==> src/rtl/fifo_rd_stream_if.sv <==
// fifo_rd_stream_if: bundles the two handshakes of the FIFO read-side consumer.
//   FIFO side  : fifo_empty (in), fifo_d (in), fifo_r_en (out)
//   Stream side: m_valid (out), m_data (out), m_ready (in)
// Directions are given from the consumer's point of view on the master modport;
// the slave modport is the mirror used by whatever surrounds the consumer.
interface fifo_rd_stream_if #(
  parameter int DW = 16
);
  logic          fifo_empty;
  logic [DW-1:0] fifo_d;
  logic          fifo_r_en;
  logic          m_valid;
  logic [DW-1:0] m_data;
  logic          m_ready;

  modport master (
    input  fifo_empty, fifo_d, m_ready,
    output fifo_r_en, m_valid, m_data
  );

  modport slave (
    output fifo_empty, fifo_d, m_ready,
    input  fifo_r_en, m_valid, m_data
  );
endinterface

==> src/rtl/fifo_rd_stream.sv <==
// fifo_rd_stream: read-domain consumer for the async FIFO. Drains the FIFO's
// r_en/D_out/empty interface and presents a valid/ready stream at one word per
// cycle. A 3-entry skid buffer covers the FIFO's one-cycle read latency so that
// fifo_r_en never depends combinationally on m_ready.
// Ports:
//   r_clk    : read-domain clock
//   rrst_n   : async active-low reset (shared with the FIFO read pointer)
//   bus      : fifo_rd_stream_if.master (fifo_empty/fifo_d/fifo_r_en,
//              m_valid/m_data/m_ready)
//   rd_count : words delivered downstream, wraps modulo 2^CNT_W
//   busy     : buffer non-empty or a read is in flight
module fifo_rd_stream #(
  parameter int DW        = 16,
  parameter int BUF_DEPTH = 3,
  parameter int CNT_W     = 16
) (
  input  logic              r_clk,
  input  logic              rrst_n,
  fifo_rd_stream_if.master  bus,
  output logic [CNT_W-1:0]  rd_count,
  output logic              busy
);

  // Pointer/occupancy widths below are sized for exactly three entries.
  if (BUF_DEPTH != 3) begin : g_depth_chk
    $error("fifo_rd_stream: BUF_DEPTH must be 3");
  end

  logic                          r_pend;
  logic [1:0]                    r_occ;
  logic [1:0]                    r_head;
  logic [1:0]                    r_tail;
  logic [BUF_DEPTH-1:0][DW-1:0]  r_buf;
  logic [CNT_W-1:0]              r_cnt;

  logic [2:0] w_inflight;
  logic       w_rd_en;
  logic       w_valid;
  logic       w_push;
  logic       w_pop;

  function automatic logic [1:0] ptr_inc(input logic [1:0] p);
    return (p == 2'd2) ? 2'd0 : p + 2'd1;
  endfunction

  // Reserve a slot for every issued read: occupancy plus the read in flight
  // must stay within the buffer, so no overflow is possible even if the
  // downstream stalls for ever. Only registered state and fifo_empty feed it.
  assign w_inflight = {1'b0, r_occ} + {2'b00, r_pend};
  assign w_rd_en    = !bus.fifo_empty && (w_inflight < 3'd3);

  assign w_valid = (r_occ != 2'd0);
  // The word requested last cycle is on fifo_d now; it is always captured.
  assign w_push  = r_pend;
  assign w_pop   = w_valid && bus.m_ready;

  assign bus.fifo_r_en = w_rd_en;
  assign bus.m_valid   = w_valid;
  assign bus.m_data    = r_buf[r_head];
  assign rd_count      = r_cnt;
  assign busy          = w_valid || r_pend;

  always_ff @(posedge r_clk or negedge rrst_n) begin
    if (!rrst_n) begin
      r_pend <= 1'b0;
      r_occ  <= 2'd0;
      r_head <= 2'd0;
      r_tail <= 2'd0;
      r_buf  <= '0;
      r_cnt  <= '0;
    end else begin
      r_pend <= w_rd_en;
      if (w_push) begin
        r_buf[r_tail] <= bus.fifo_d;
        r_tail        <= ptr_inc(r_tail);
      end
      if (w_pop) begin
        r_head <= ptr_inc(r_head);
        r_cnt  <= r_cnt + 1'b1;
      end
      case ({w_push, w_pop})
        2'b10:   r_occ <= r_occ + 2'd1;
        2'b01:   r_occ <= r_occ - 2'd1;
        default: r_occ <= r_occ;
      endcase
    end
  end

endmodule

==> src/flat_wrapper.sv <==
// flat-port wrapper written by rule: the top's interface ports become plain ports
module fifo_rd_stream_flat 
#(
  parameter int DW        = 16,
  parameter int BUF_DEPTH = 3,
  parameter int CNT_W     = 16
)
  (r_clk, rrst_n, rd_count, busy, bus_fifo_empty, bus_fifo_d, bus_m_ready, bus_fifo_r_en, bus_m_valid, bus_m_data);
  fifo_rd_stream_if #(.DW(DW)) bus_i ();
  input  logic r_clk;
  input  logic rrst_n;
  output logic [CNT_W-1:0] rd_count;
  output logic busy;
  input wire logic [$bits(bus_i.fifo_empty)-1:0] bus_fifo_empty;
  input wire logic [$bits(bus_i.fifo_d)-1:0] bus_fifo_d;
  input wire logic [$bits(bus_i.m_ready)-1:0] bus_m_ready;
  output wire logic [$bits(bus_i.fifo_r_en)-1:0] bus_fifo_r_en;
  output wire logic [$bits(bus_i.m_valid)-1:0] bus_m_valid;
  output wire logic [$bits(bus_i.m_data)-1:0] bus_m_data;
  assign bus_i.fifo_empty = bus_fifo_empty;
  assign bus_i.fifo_d = bus_fifo_d;
  assign bus_i.m_ready = bus_m_ready;
  assign bus_fifo_r_en = bus_i.fifo_r_en;
  assign bus_m_valid = bus_i.m_valid;
  assign bus_m_data = bus_i.m_data;
  fifo_rd_stream #(.DW(DW), .BUF_DEPTH(BUF_DEPTH), .CNT_W(CNT_W)) u_core (.r_clk(r_clk), .rrst_n(rrst_n), .bus(bus_i), .rd_count(rd_count), .busy(busy));
endmodule
==> config.mk <==
export PLATFORM = sky130hd
export DESIGN_NAME = fifo_rd_stream_flat
export DESIGN_NICKNAME = d
export VERILOG_FILES = /design/src/rtl/fifo_rd_stream_if.sv /design/src/rtl/fifo_rd_stream.sv /design/src/flat_wrapper.sv
export SDC_FILE = /design/constraint.sdc
export NUM_CORES = 1
export LEC_CHECK = 0
export BUFFER_PORTS_ARGS = -buffer_cell sky130_fd_sc_hd__clkbuf_2
export CAP_MARGIN = 20
export CORE_MARGIN = 10
export CORE_UTILIZATION = 55
export DETAILED_ROUTE_END_ITERATION = 8
export PLACE_DENSITY_LB_ADDON = 0.1
export SLEW_MARGIN = 10
export SYNTH_ARGS = -nofsm -noshare
export SYNTH_HDL_FRONTEND = slang
export SYNTH_SLANG_ARGS = --single-unit
==> constraint.sdc <==
create_clock -name r_clk -period 2.5 [get_ports r_clk]
set_input_delay 0.125 -clock r_clk [delete_from_list [all_inputs] [get_ports r_clk]]
set_output_delay 0.125 -clock r_clk [all_outputs]
set_load 0.02 [all_outputs]
## Yosys cells after proc, flatten, opt, wreduce, memory -nomap -nowiden

Cells that the tools add are included.

| cells by class | value |
|---|---|
| add/sub/neg operators | 6 |
| order comparisons | 4 |
| eq/ne operators | 4 |
| multiplexer cells | 8 |
| reductions and logical operators | 7 |

Operators with widths:

| cell | count |
|---|---|
| $bwmux 48 | 1 |
| $bmux 16 s2 | 1 |
| $demux 16 s2 | 1 |
| $mux 16 | 2 |
| $add 16x1->16 const B | 1 |
| $add 2x1->2 const B | 3 |
| $eq 2x2->1 const B | 3 |
| $lt 2x3->1 const B | 2 |
| $mux 2 | 2 |
| $pmux 2 s2 | 1 |
| $reduce_bool 2->1 | 2 |
| $add 2x1->3 | 1 |
| $logic_and 1x1->1 | 3 |
| $lt 3x2->1 const B | 1 |
| $eq 2x1->1 const B | 1 |
| $ge 2x1->1 const B | 1 |
| $sub 2x1->2 const B | 1 |
| $logic_not 1->1 | 1 |
| $logic_or 1x1->1 | 1 |

| word-level totals | value |
|---|---|
| register bits after elaboration | 71 |
| input bits | 20 |
| word-level logic and storage cells | 37 |
| output and inout port bits | 35 |

## Longest topological paths before layout

| depth | value |
|---|---|
| depth after elaboration | 5 |
| gate-level depth with buffers | 6 |
| depth with buffers taken out | 6 |

## Worst setup path after synthesis

Ideal clock, no wire load.

| path | value |
|---|---|
| path kind | flip-flop to flip-flop |
| from | register u_core.r_occ[0] |
| to | register u_core.r_pend |
| data arrival time | 1.524 ns |
| data required time | 2.310 ns |
| stages on the path, launching flop included | 4 |
| slack | 0.786 ns |
| path buffers | 0 |
| period minus slack after synthesis | 1.714 ns |
| path through | dfrtp_1 ha_1 ha_1 a211oi_1 |

| on the way | value |
|---|---|
| word-level cells in the longest chain between the ends | 3 |

RTL lines:

| element | line | text |
|---|---|---|
| start, declared | fifo_rd_stream.sv:30 | `logic [1:0] r_occ;` |
| start signal, assigned | fifo_rd_stream.sv:82 | `2'b10: r_occ <= r_occ + 2'd1;` |
| start signal, assigned | fifo_rd_stream.sv:83 | `2'b01: r_occ <= r_occ - 2'd1;` |
| start signal, assigned | fifo_rd_stream.sv:84 | `default: r_occ <= r_occ;` |
| $add 2x1->3 | fifo_rd_stream.sv:49 | `assign w_inflight = {1'b0, r_occ} + {2'b00, r_pend};` |
| $lt 3x2->1 | fifo_rd_stream.sv:50 | `assign w_rd_en = !bus.fifo_empty && (w_inflight < 3'd3);` |
| $logic_and 1x1->1 | fifo_rd_stream.sv:50 |  |
| via bus_fifo_r_en | flat_wrapper.sv:17 | `output wire logic [$bits(bus_i.fifo_r_en)-1:0] bus_fifo_r_en;` |
| end signal, assigned | fifo_rd_stream.sv:72 | `r_pend <= w_rd_en;` |
| end, declared | fifo_rd_stream.sv:29 | `logic r_pend;` |

The timed path passes the listed nets, and every way through them passes these cells.
A chain may end at the register's enable or synchronous reset.

## Worst setup path after layout

| path | value |
|---|---|
| from | register u_core.r_occ[0] |
| to | output port bus_fifo_r_en |

| on the way | value |
|---|---|
| word-level cells in the longest chain between the ends | 3 |

RTL lines:

| element | line |
|---|---|
| $add 2x1->3 | fifo_rd_stream.sv:49 |
| $lt 3x2->1 | fifo_rd_stream.sv:50 |
| $logic_and 1x1->1 | fifo_rd_stream.sv:50 |
| end, declared | flat_wrapper.sv:17 |

No other way between the ends.

==> out/metrics.yaml <==
tritoncts_buffer_count: 9
post-place-cells: 363
grt_setup_unrepaired: "no"
cellInternalPower_mw: 3.13
detail_route.wl_per_cell_um: 16.2
layout-drive-gt1-share_pct: 40.8
hold_viol_final: 0
num_antenna_cells: 0
tns_ns: 0
ctsResizeCount: 0
crit_end: "bus_fifo_r_en"
synth.net_count: 266
post_synth.cell_area_avg_um2: 13.1
combinationalPowerShare_pct: 44.5
global_route_wire_length_before_repair_mm: 10.4
crit-reg2reg-launch: "u_core.r_occ[0]"
ys_dominant_reg_cell: "dfrtp_1"
drt_iter0_markers: 56
cts_max_level: 3
yosysWarnings: 0
route.detailed.drc: 0
layout-area-overhead-vs-synth_pct: 17.7
yosys_register_bits: 71
p_leak_nw: 1.75
grtUsageTotal_pct: 14.6
whs_ns: 0.0417
power_density_nw_per_um2: 1370
outcome: "finished, final reports clean"
max_cap_viol_count: 0
grt.overflow.total: 0
power.share.switching_pct: 38.6
synth_area_um2: 3160
worst_setup_hold_path_clk_slew_ns: 0.08
min_period_over_period_pct: 77.0
fillCellCount: 451
cts_tree: "yes"
fin_util_pct: 67.1
synth_sequential_area_ratio_pct: 56.2
clock_latency_ns: 0.34
setup.worst_path.class: "reg2out"
half_perimeter_wire_length_after_placement_mm: 4.41
achievable-frequency_mhz: 520
setup_ws_ns: 0.575
core.rowCount: 27
sequential_fraction_of_design_power_pct: 39.3
crit_path_start_kind: "flop"
worstSetupEndpointType: "output port"
route.antenna.remaining_nets: 0
gp_congestion: 0.763
rrSetupSlack_ns: 0.63
report.power.total_mw: 5.09
grt_pass1_vias: 2161
floorplan.die_area_um2: 9180
num_io_pins: 55
power_dissipated_by_switching_net_loads_mw: 1.96
finalCriticalPeriod_ns: 1.92
data_required_critical_path_ns: 2.38
drt-total-wl_mm: 6.17
buffer_ports.inserted: 54
vias: 2034
final_design_area_no_fill_um2: 3720
final_layout_net_count: 328
netlist_instances: 242
vias_per_cell: 5.34
dpl_worst_slack_ns: 0.610
cp_data_arrival_time_ns: 1.80
finalSetupViolCount: 0
grt_antenna_before_repair: 0
synth.distinct_cells: 29
clkSinkCount: 71
die_x_um: 95.8
synthArstFlopShare_pct: 100
relSlewSlack_pct: 38.5
cts-hold-fix-buffers: 2
cp_max_fanout: 7
worstReg2RegEnd: "u_core.r_occ[1]"
clock_skew_ns: 0.0122
clkPwrFrac_pct: 16.2
synth_edf_count: 0
pin_count_of_the_biggest_net_entering_global_routing: 42
worst_r2r_path_depth: 5
floorplan.initialDensity_pct: 57.0
worst_setup_path_startpoint: "u_core.r_occ[0]"
fp.coreArea_um2: 5540
firstDrtPassIters: 4
dpl_cell_area_um2: 3510
postCtsSetupRepairBufs: 0
fp.dieH_um: 95.8
max-clock-path-buffers: 2
layoutNonFillerInstCount: 381
hp-class: "in2reg"
ctsRootBufferMaster: "clkbuf_8"
timing.final.max_slew_violations: 0
worstMarginPinSlew_ns: 0.922
ir_worst_vdd_mv: 0.906
power by group through the flow:
stage                     Clock [mW]  Combinational, mW  Sequential (mW)
final                          0.825               2.27             2.00
after global routing           0.901               2.49             2.07
after CTS                      0.849               2.33             2.00
after detailed placement           0               2.32             2.02
after global placement             0               2.27             1.99
after floorplan                    0               1.64             1.99
placed cells by master (no fill, tap or decap), drive strengths merged:
| cell type | synthesis | final |
|---|---|---|
| clkbuf | 3 | 64 |
| mux2i | 16 | 16 |
| buf | 7 | 6 |
| xor2 | 3 | 3 |
| xnor2 | 15 | 15 |
| nor2 | 3 | 3 |
| o21ai | 18 | 18 |
| ha | 4 | 4 |
| nor3 | 2 | 2 |
| a211oi | 1 | 1 |
| inv | 3 | 3 |
| and4 | 3 | 3 |
| nand2 | 26 | 26 |
| o211ai | 1 | 1 |
| a21o | 2 | 2 |
| nor2b | 1 | 1 |
| or2 | 1 | 1 |
| dlygate4sd3 | 0 | 2 |
| nand4 | 6 | 6 |
| mux2 | 48 | 48 |
| and2 | 1 | 1 |
| dfrtp | 71 | 71 |
| nand3 | 5 | 5 |
| or3 | 2 | 2 |
| clkinv | 0 | 2 |
| clkinvlp | 0 | 3 |
cells in the mapped netlist (4+ instances only):
cell type	instances	area share, %
mux2i_1	16	5.1
ha_1	4	1.6
nand3_1	5	0.79
nand2_1	26	3.1
nand4_1	6	1.2
dfrtp_1	71	56
o21ai_0	17	2.7
mux2_2	38	14
buf_2	5	0.79
mux2_4	10	4.8
xnor2_1	15	4.2
critical path, cell delays in order (launching register included):
cell and delay, ns:
dfrtp_1 0.46, ha_1 0.23, ha_1 0.27, a211oi_1 0.28, clkbuf_2 0.23
cells by family (layout without fill, tap and decap cells):
kind of cell | Yosys count | in the layout | share of synthesized area [%]
compound gates | 22 | 22 | 3.80
xor+xnor | 18 | 18 | 4.99
fa+ha+maj | 4 | 4 | 1.58
buf+inv | 13 | 80 | 2.10
flops | 71 | 71 | 56.2
mux | 64 | 64 | 23.4
simple gates | 50 | 50 | 7.92
cell type report:
| type | count | area (um2) | area share [%] |
|---|---|---|---|
| timing repair buffer | 61 | 340 | 9.15 |
| sequential | 71 | 1780 | 47.8 |
| multi-input combinational | 158 | 1320 | 35.4 |
| clock buffer | 11 | 151 | 4.07 |
| inverter | 3 | 11.3 | 0.303 |
| tap | 72 | 90.1 | 2.42 |
| clock inverter | 5 | 32.5 | 0.875 |
worst min path at each step:
stage | startpoint | to | slack, ns | cells past startpoint
finish | bus_fifo_d[7] | u_core.r_buf[23] | 0.04 | 2
global route | bus_fifo_d[7] | u_core.r_buf[23] | 0.03 | 2
CTS | bus_fifo_d[7] | u_core.r_buf[23] | 0.03 | 2
detailed placement | rrst_n | u_core.r_buf[3] | 0.21 | 1
global placement | rrst_n | u_core.r_buf[19] | 0.22 | 1
floorplan | rrst_n | u_core.r_buf[0] | -0.17 | 0
registers in the layout (all words and copies together) (netlist names):
register and cells:
u_core.rd_count 16, u_core.r_head 2, u_core.r_buf 48, u_core.r_pend 1
u_core.r_tail 2, u_core.r_occ 2
layer usage:
layer	global-route usage, %	part of all wire, %
met1	18.1	46
met2	22.8	47
met3	4.28	5.2
met4	7.00	1.6
met5	0	0
Power figures use the tool's default switching activity.
